===== src/rtl/div16_seq.sv =====
// rtl/div16_seq.sv - sequential fp16 restoring divider, one quotient bit per clock
// Truncating quotient; zero operands are the only special class, no NaN/Inf/denormals.
module div16_seq #(
    parameter int tam = 16
) (
    input  logic           clk,
    input  logic           rst,
    input  logic           start,
    input  logic [tam-1:0] a,
    input  logic [tam-1:0] b,
    output logic [tam-1:0] result,
    output logic           done,
    output logic           busy,
    output logic           dbz,
    output logic           ovf
);

    typedef enum logic [1:0] {S_IDLE, S_DIV, S_NORM} state_t;

    state_t      r_state;
    state_t      w_next;
    logic [3:0]  r_cnt;
    logic [11:0] r_rem;
    logic [10:0] r_div;
    logic [11:0] r_q;
    logic        r_sign;
    logic [4:0]  r_ea;
    logic [4:0]  r_eb;
    logic        r_az;
    logic        r_bz;
    logic [15:0] r_result;
    logic        r_done;
    logic        r_busy;
    logic        r_dbz;
    logic        r_ovf;

    logic        w_load;
    logic        w_step;
    logic        w_busy_nxt;
    logic        w_done_nxt;
    logic        w_qbit;
    logic [11:0] w_sub;
    logic signed [6:0] w_e_hi;
    logic signed [6:0] w_e;
    logic [9:0]  w_mant;
    logic [15:0] w_res;
    logic        w_dbz;
    logic        w_ovf;

    always_ff @(posedge clk) begin
        if (rst) r_state <= S_IDLE;
        else     r_state <= w_next;
    end

    always_comb begin
        w_next = r_state;
        case (r_state)
            S_IDLE:  if (start) w_next = S_DIV;
            S_DIV:   if (r_cnt == 4'd11) w_next = S_NORM;
            S_NORM:  w_next = S_IDLE;
            default: w_next = S_IDLE;
        endcase
    end

    always_comb begin
        w_load     = (r_state == S_IDLE) && start;
        w_step     = (r_state == S_DIV);
        w_busy_nxt = (w_next != S_IDLE);
        w_done_nxt = (r_state == S_NORM);
    end

    // r stays below 2*d, so the shifted partial remainder always fits in 12 bits
    always_comb begin
        w_qbit = (r_rem >= {1'b0, r_div});
        w_sub  = w_qbit ? (r_rem - {1'b0, r_div}) : r_rem;
    end

    always_comb begin
        w_e_hi = $signed({2'b00, r_ea}) - $signed({2'b00, r_eb}) + 7'sd15;
        w_e    = r_q[11] ? w_e_hi : (w_e_hi - 7'sd1);
        w_mant = r_q[11] ? r_q[10:1] : r_q[9:0];
        w_res  = {r_sign, w_e[4:0], w_mant};
        w_dbz  = 1'b0;
        w_ovf  = 1'b0;
        if (r_bz) begin
            w_res = {r_sign, 5'h1F, 10'h000};
            w_dbz = 1'b1;
        end else if (r_az) begin
            w_res = 16'h0000;
        end else if (w_e <= 7'sd0) begin
            w_res = 16'h0000;
        end else if (w_e >= 7'sd31) begin
            w_res = {r_sign, 5'h1F, 10'h000};
            w_ovf = 1'b1;
        end
    end

    always_ff @(posedge clk) begin
        if (rst) begin
            r_cnt    <= 4'd0;
            r_rem    <= 12'd0;
            r_div    <= 11'd0;
            r_q      <= 12'd0;
            r_sign   <= 1'b0;
            r_ea     <= 5'd0;
            r_eb     <= 5'd0;
            r_az     <= 1'b0;
            r_bz     <= 1'b0;
            r_result <= 16'h0000;
            r_done   <= 1'b0;
            r_busy   <= 1'b0;
            r_dbz    <= 1'b0;
            r_ovf    <= 1'b0;
        end else begin
            r_done <= w_done_nxt;
            r_busy <= w_busy_nxt;
            if (w_load) begin
                r_cnt  <= 4'd0;
                r_rem  <= {2'b01, a[9:0]};
                r_div  <= {1'b1, b[9:0]};
                r_q    <= 12'd0;
                r_sign <= a[15] ^ b[15];
                r_ea   <= a[14:10];
                r_eb   <= b[14:10];
                r_az   <= (a[14:0] == 15'd0);
                r_bz   <= (b[14:0] == 15'd0);
            end else if (w_step) begin
                r_rem <= w_sub << 1;
                r_q   <= {r_q[10:0], w_qbit};
                r_cnt <= (r_cnt == 4'd11) ? 4'd0 : (r_cnt + 4'd1);
            end
            if (r_state == S_NORM) begin
                r_result <= w_res;
                r_dbz    <= w_dbz;
                r_ovf    <= w_ovf;
            end
        end
    end

    assign result = r_result;
    assign done   = r_done;
    assign busy   = r_busy;
    assign dbz    = r_dbz;
    assign ovf    = r_ovf;

endmodule


===== config.mk =====
export PLATFORM = sky130hd
export DESIGN_NAME = div16_seq
export DESIGN_NICKNAME = d
export VERILOG_FILES = /design/src/rtl/div16_seq.sv
export SDC_FILE = /design/constraint.sdc
export NUM_CORES = 1
export LEC_CHECK = 0
export ABC_AREA = 1
export CORE_MARGIN = 2
export CORE_UTILIZATION = 38
export CTS_CLUSTER_SIZE = 20
export DETAILED_ROUTE_END_ITERATION = 10
export GPL_ROUTABILITY_DRIVEN = 0
export PLACE_DENSITY = 0.69
export SLEW_MARGIN = 0
export SYNTH_ARGS = -nofsm -noshare
export SYNTH_HDL_FRONTEND = slang
export SYNTH_SLANG_ARGS = --single-unit

===== constraint.sdc =====
create_clock -name clk -period 7.7 [get_ports clk]
set_clock_uncertainty 0.2 [all_clocks]
set_input_delay 1.54 -clock clk [delete_from_list [all_inputs] [get_ports clk]]
set_output_delay 1.54 -clock clk [all_outputs]
set_load 0.03 [all_outputs]

==> run metrics <==
total leakage power 2.13 nW; vias in the first global route 4067; commonest non-fill, non-tap cell in the layout nand2_1; startpoint types input port; clk_lat worst skew 0.35 ns; hold_ws 0.268 ns; Worst Setup SP start; largest net degree at the start of global routing 38; Die Y 109 µm; DIE AREA 12000 µm²; first-pass GRT wire length 18.0 mm; Final Max Tran Viols 0; setup TNS 0 ns; CTS Hold Bufs 0; crit path max fanout 36; Die X 109 µm; Arr. time, crit path 3.86 ns; Final HPWL DP 7.94 mm; DR vias 4204; DRC 0; IO Pins 55; CP max stage delay 0.77 ns; Synth warnings 0; n_diodes 0; CTS H-tree lvls 3; Synth Register Bits 74; Met3 Routed Length 448 µm; DRT Pass-1 Iters 5; share of cells above drive strength 1 5.35%; post-synthesis cell count 624; Setup Buffers After CTS 0; fill cell count 1101; RSZ-0062 raised after global routing false; Max Cap Viol 0; most frequent cells in the layout nand2_1 (167), dfxtp_1 (74), a21oi_1 (70); Worst Hold Class reg2reg; clk sinks 74; PD cells 227 nW/µm²; Max-slew headroom 30.0%; crit-path cells clkdlybuf4s50_1 -> nand2_1 -> nor2_1 -> buf_4 -> clkinv_1 -> o21ai_0 -> inv_1 -> nand2_1 -> a21oi_1; row cnt 38; most used cell, CP nand2_1; RR Startpoint r_state[1]$_SDFF_PP0_; total core area 10800 µm²; WL met1 4.83 mm; antenna-violating nets left 0; Post-Syn Area 4220 µm²; # resized after CTS 0; CTS max path bufs 2; Root Buffer Master clkbuf_8; synthesis-to-finish area growth 19.4%; gr ovfl total 0; CTS clock-pin slew for the worst setup and hold paths 0.10 ns; Vias/cell 5.17; first-iteration detailed-routing DRC count 264; CP max-delay cell clkinv_1; Syn Nets 680; Synth Area per Inst 6.77 µm²; reg-to-reg endpoint r_rem[1]$_SDFFE_PP0P_; critical path class in2reg; status finished, final reports clean; top layer in use met4; Yosys cell types 36; CTS tree yes; GRT Resource Usage Total 18.6%; Starting Density 38.9%; crit path to r_rem[1]$_SDFFE_PP0P_; IO buf count 54; r2r setup slk 4.29 ns; WL final 10.6 mm; WL/cell 13.0 µm; Hold Vio Cnt, Final 0; Setup violations, final 0; met2 wire length 5.09 mm; register area share after synthesis 35.1%; Period Utilization, post-route 49.6%; worst-margin pin slew 1.05 ns; crit end category flop; Num CTS Buffers 9; WP data required 7.73 ns; antenna violations before repair 0; min Tclk post-route 3.82 ns; final net count 724; R2R depth 9; maximum VDD drop 0.0919 mV; fmax 262 MHz
worst min path at each step:
stage | depth (start not counted) | slack [ns] | from | end
after global routing | 2 | 0.29 | result[10]$_SDFFE_PP0P_ | result[10]$_SDFFE_PP0P_
final | 2 | 0.27 | r_eb[3]$_SDFFE_PP0P_ | r_eb[3]$_SDFFE_PP0P_
after CTS | 2 | 0.27 | r_eb[3]$_SDFFE_PP0P_ | r_eb[3]$_SDFFE_PP0P_
after floorplan | 2 | 0.23 | r_eb[2]$_SDFFE_PP0P_ | r_eb[2]$_SDFFE_PP0P_
after detailed placement | 2 | 0.25 | r_eb[3]$_SDFFE_PP0P_ | r_eb[3]$_SDFFE_PP0P_
after global placement | 2 | 0.25 | r_eb[3]$_SDFFE_PP0P_ | r_eb[3]$_SDFFE_PP0P_
metal layers:
metal  global-route usage (%)  vias to the layer above
met5                        0                        -
met3                     2.61                       24
met2                     32.3                       94
met4                     7.14                        0
li1                         -                     2153
met1                     23.3                     1933
through the flow:
stage / worst slack [ns] / instance area, µm² / util, % / std cells / power [mW]
6_report: 3.88 / 5040 / 46.5 / 813 / 1.15
2_1_floorplan: 4.90 / 4220 / - / 624 / 0.767
5_1_grt: 3.60 / 5040 / 46.5 / 813 / 1.23
4_1_cts: 3.88 / 5040 / 46.5 / 813 / 1.15
3_5_place_dp: 3.50 / 4850 / 44.7 / 797 / 0.848
3_3_place_gp: 3.50 / 4850 / 44.7 / 797 / 0.838
power by group:
group	switching [mW]	internal (mW)	leakage (nW)	total [mW]
logic	0.278	0.152	1.43	0.430
registers	0.0142	0.403	0.604	0.417
clock network	0.170	0.127	0.0995	0.298
total	0.463	0.683	2.13	1.15
cell usage after synthesis:
cell / count / share of area, %
nand3_1: 42 / 5.0
inv_1: 62 / 5.5
buf_2: 2 / 0.24
xor2_1: 8 / 1.7
xnor2_1: 4 / 0.83
o32ai_1: 1 / 0.21
o21a_1: 1 / 0.18
nor2_1: 51 / 4.5
clkbuf_1: 18 / 1.6
o21ai_0: 36 / 4.3
nand3b_1: 3 / 0.53
nor2_2: 1 / 0.15
nand3_2: 3 / 0.71
clkinv_1: 3 / 0.27
a221oi_4: 1 / 0.62
inv_2: 1 / 0.089
a31oi_1: 1 / 0.15
o21bai_1: 1 / 0.18
a21oi_1: 70 / 8.3
nor4_1: 4 / 0.59
buf_1: 1 / 0.089
a211oi_1: 3 / 0.53
buf_6: 2 / 0.53
fa_1: 2 / 0.95
nand2_2: 6 / 0.89
nand4_1: 25 / 3.7
nand2_1: 167 / 15
ha_1: 19 / 5.6
nor3_2: 1 / 0.24
nor3_1: 3 / 0.36
dfxtp_1: 74 / 35
a21oi_2: 2 / 0.42
or2_2: 2 / 0.30
o2111ai_1: 1 / 0.21
nand2_4: 1 / 0.27
a21o_1: 2 / 0.36
flip-flops by register name, indices dropped and copies added, names as in the netlist:
register  cells
busy          1
r_div        11
r_cnt         4
r_rem        12
result       16
ovf           1
r_bz          1
r_state       2
r_sign        1
r_eb          5
r_ea          5
done          1
r_az          1
dbz           1
r_q          12
layout make-up:
type | count | area (µm²) | area share (%)
Tap cell | 140 | 175 | 3.48
Clock inverter | 7 | 66.3 | 1.32
Multi-Input combinational cell | 461 | 2390 | 47.4
Clock buffer | 9 | 124 | 2.46
Inverter | 66 | 248 | 4.92
Timing Repair Buffer | 56 | 556 | 11.0
Sequential cell | 74 | 1480 | 29.4
critical path, delay by kind of cell:
kind / cells / cell delay, ns
buf+inv: 4 / 1.55
compound gates: 2 / 0.48
simple gates: 3 / 0.28
cells by family after synthesis:
| kind of cell | after synthesis | synth area share [%] |
|---|---|---|
| flip-flops | 74 | 35.1 |
| AND/OR/NAND/NOR | 309 | 32.1 |
| adder cells (fa/ha/maj) | 21 | 6.58 |
| XOR/XNOR | 12 | 2.49 |
| buffers and inverters | 89 | 8.33 |
| AO/OA/AOI/OAI | 119 | 15.4 |
Power figures use the tool's default switching activity.
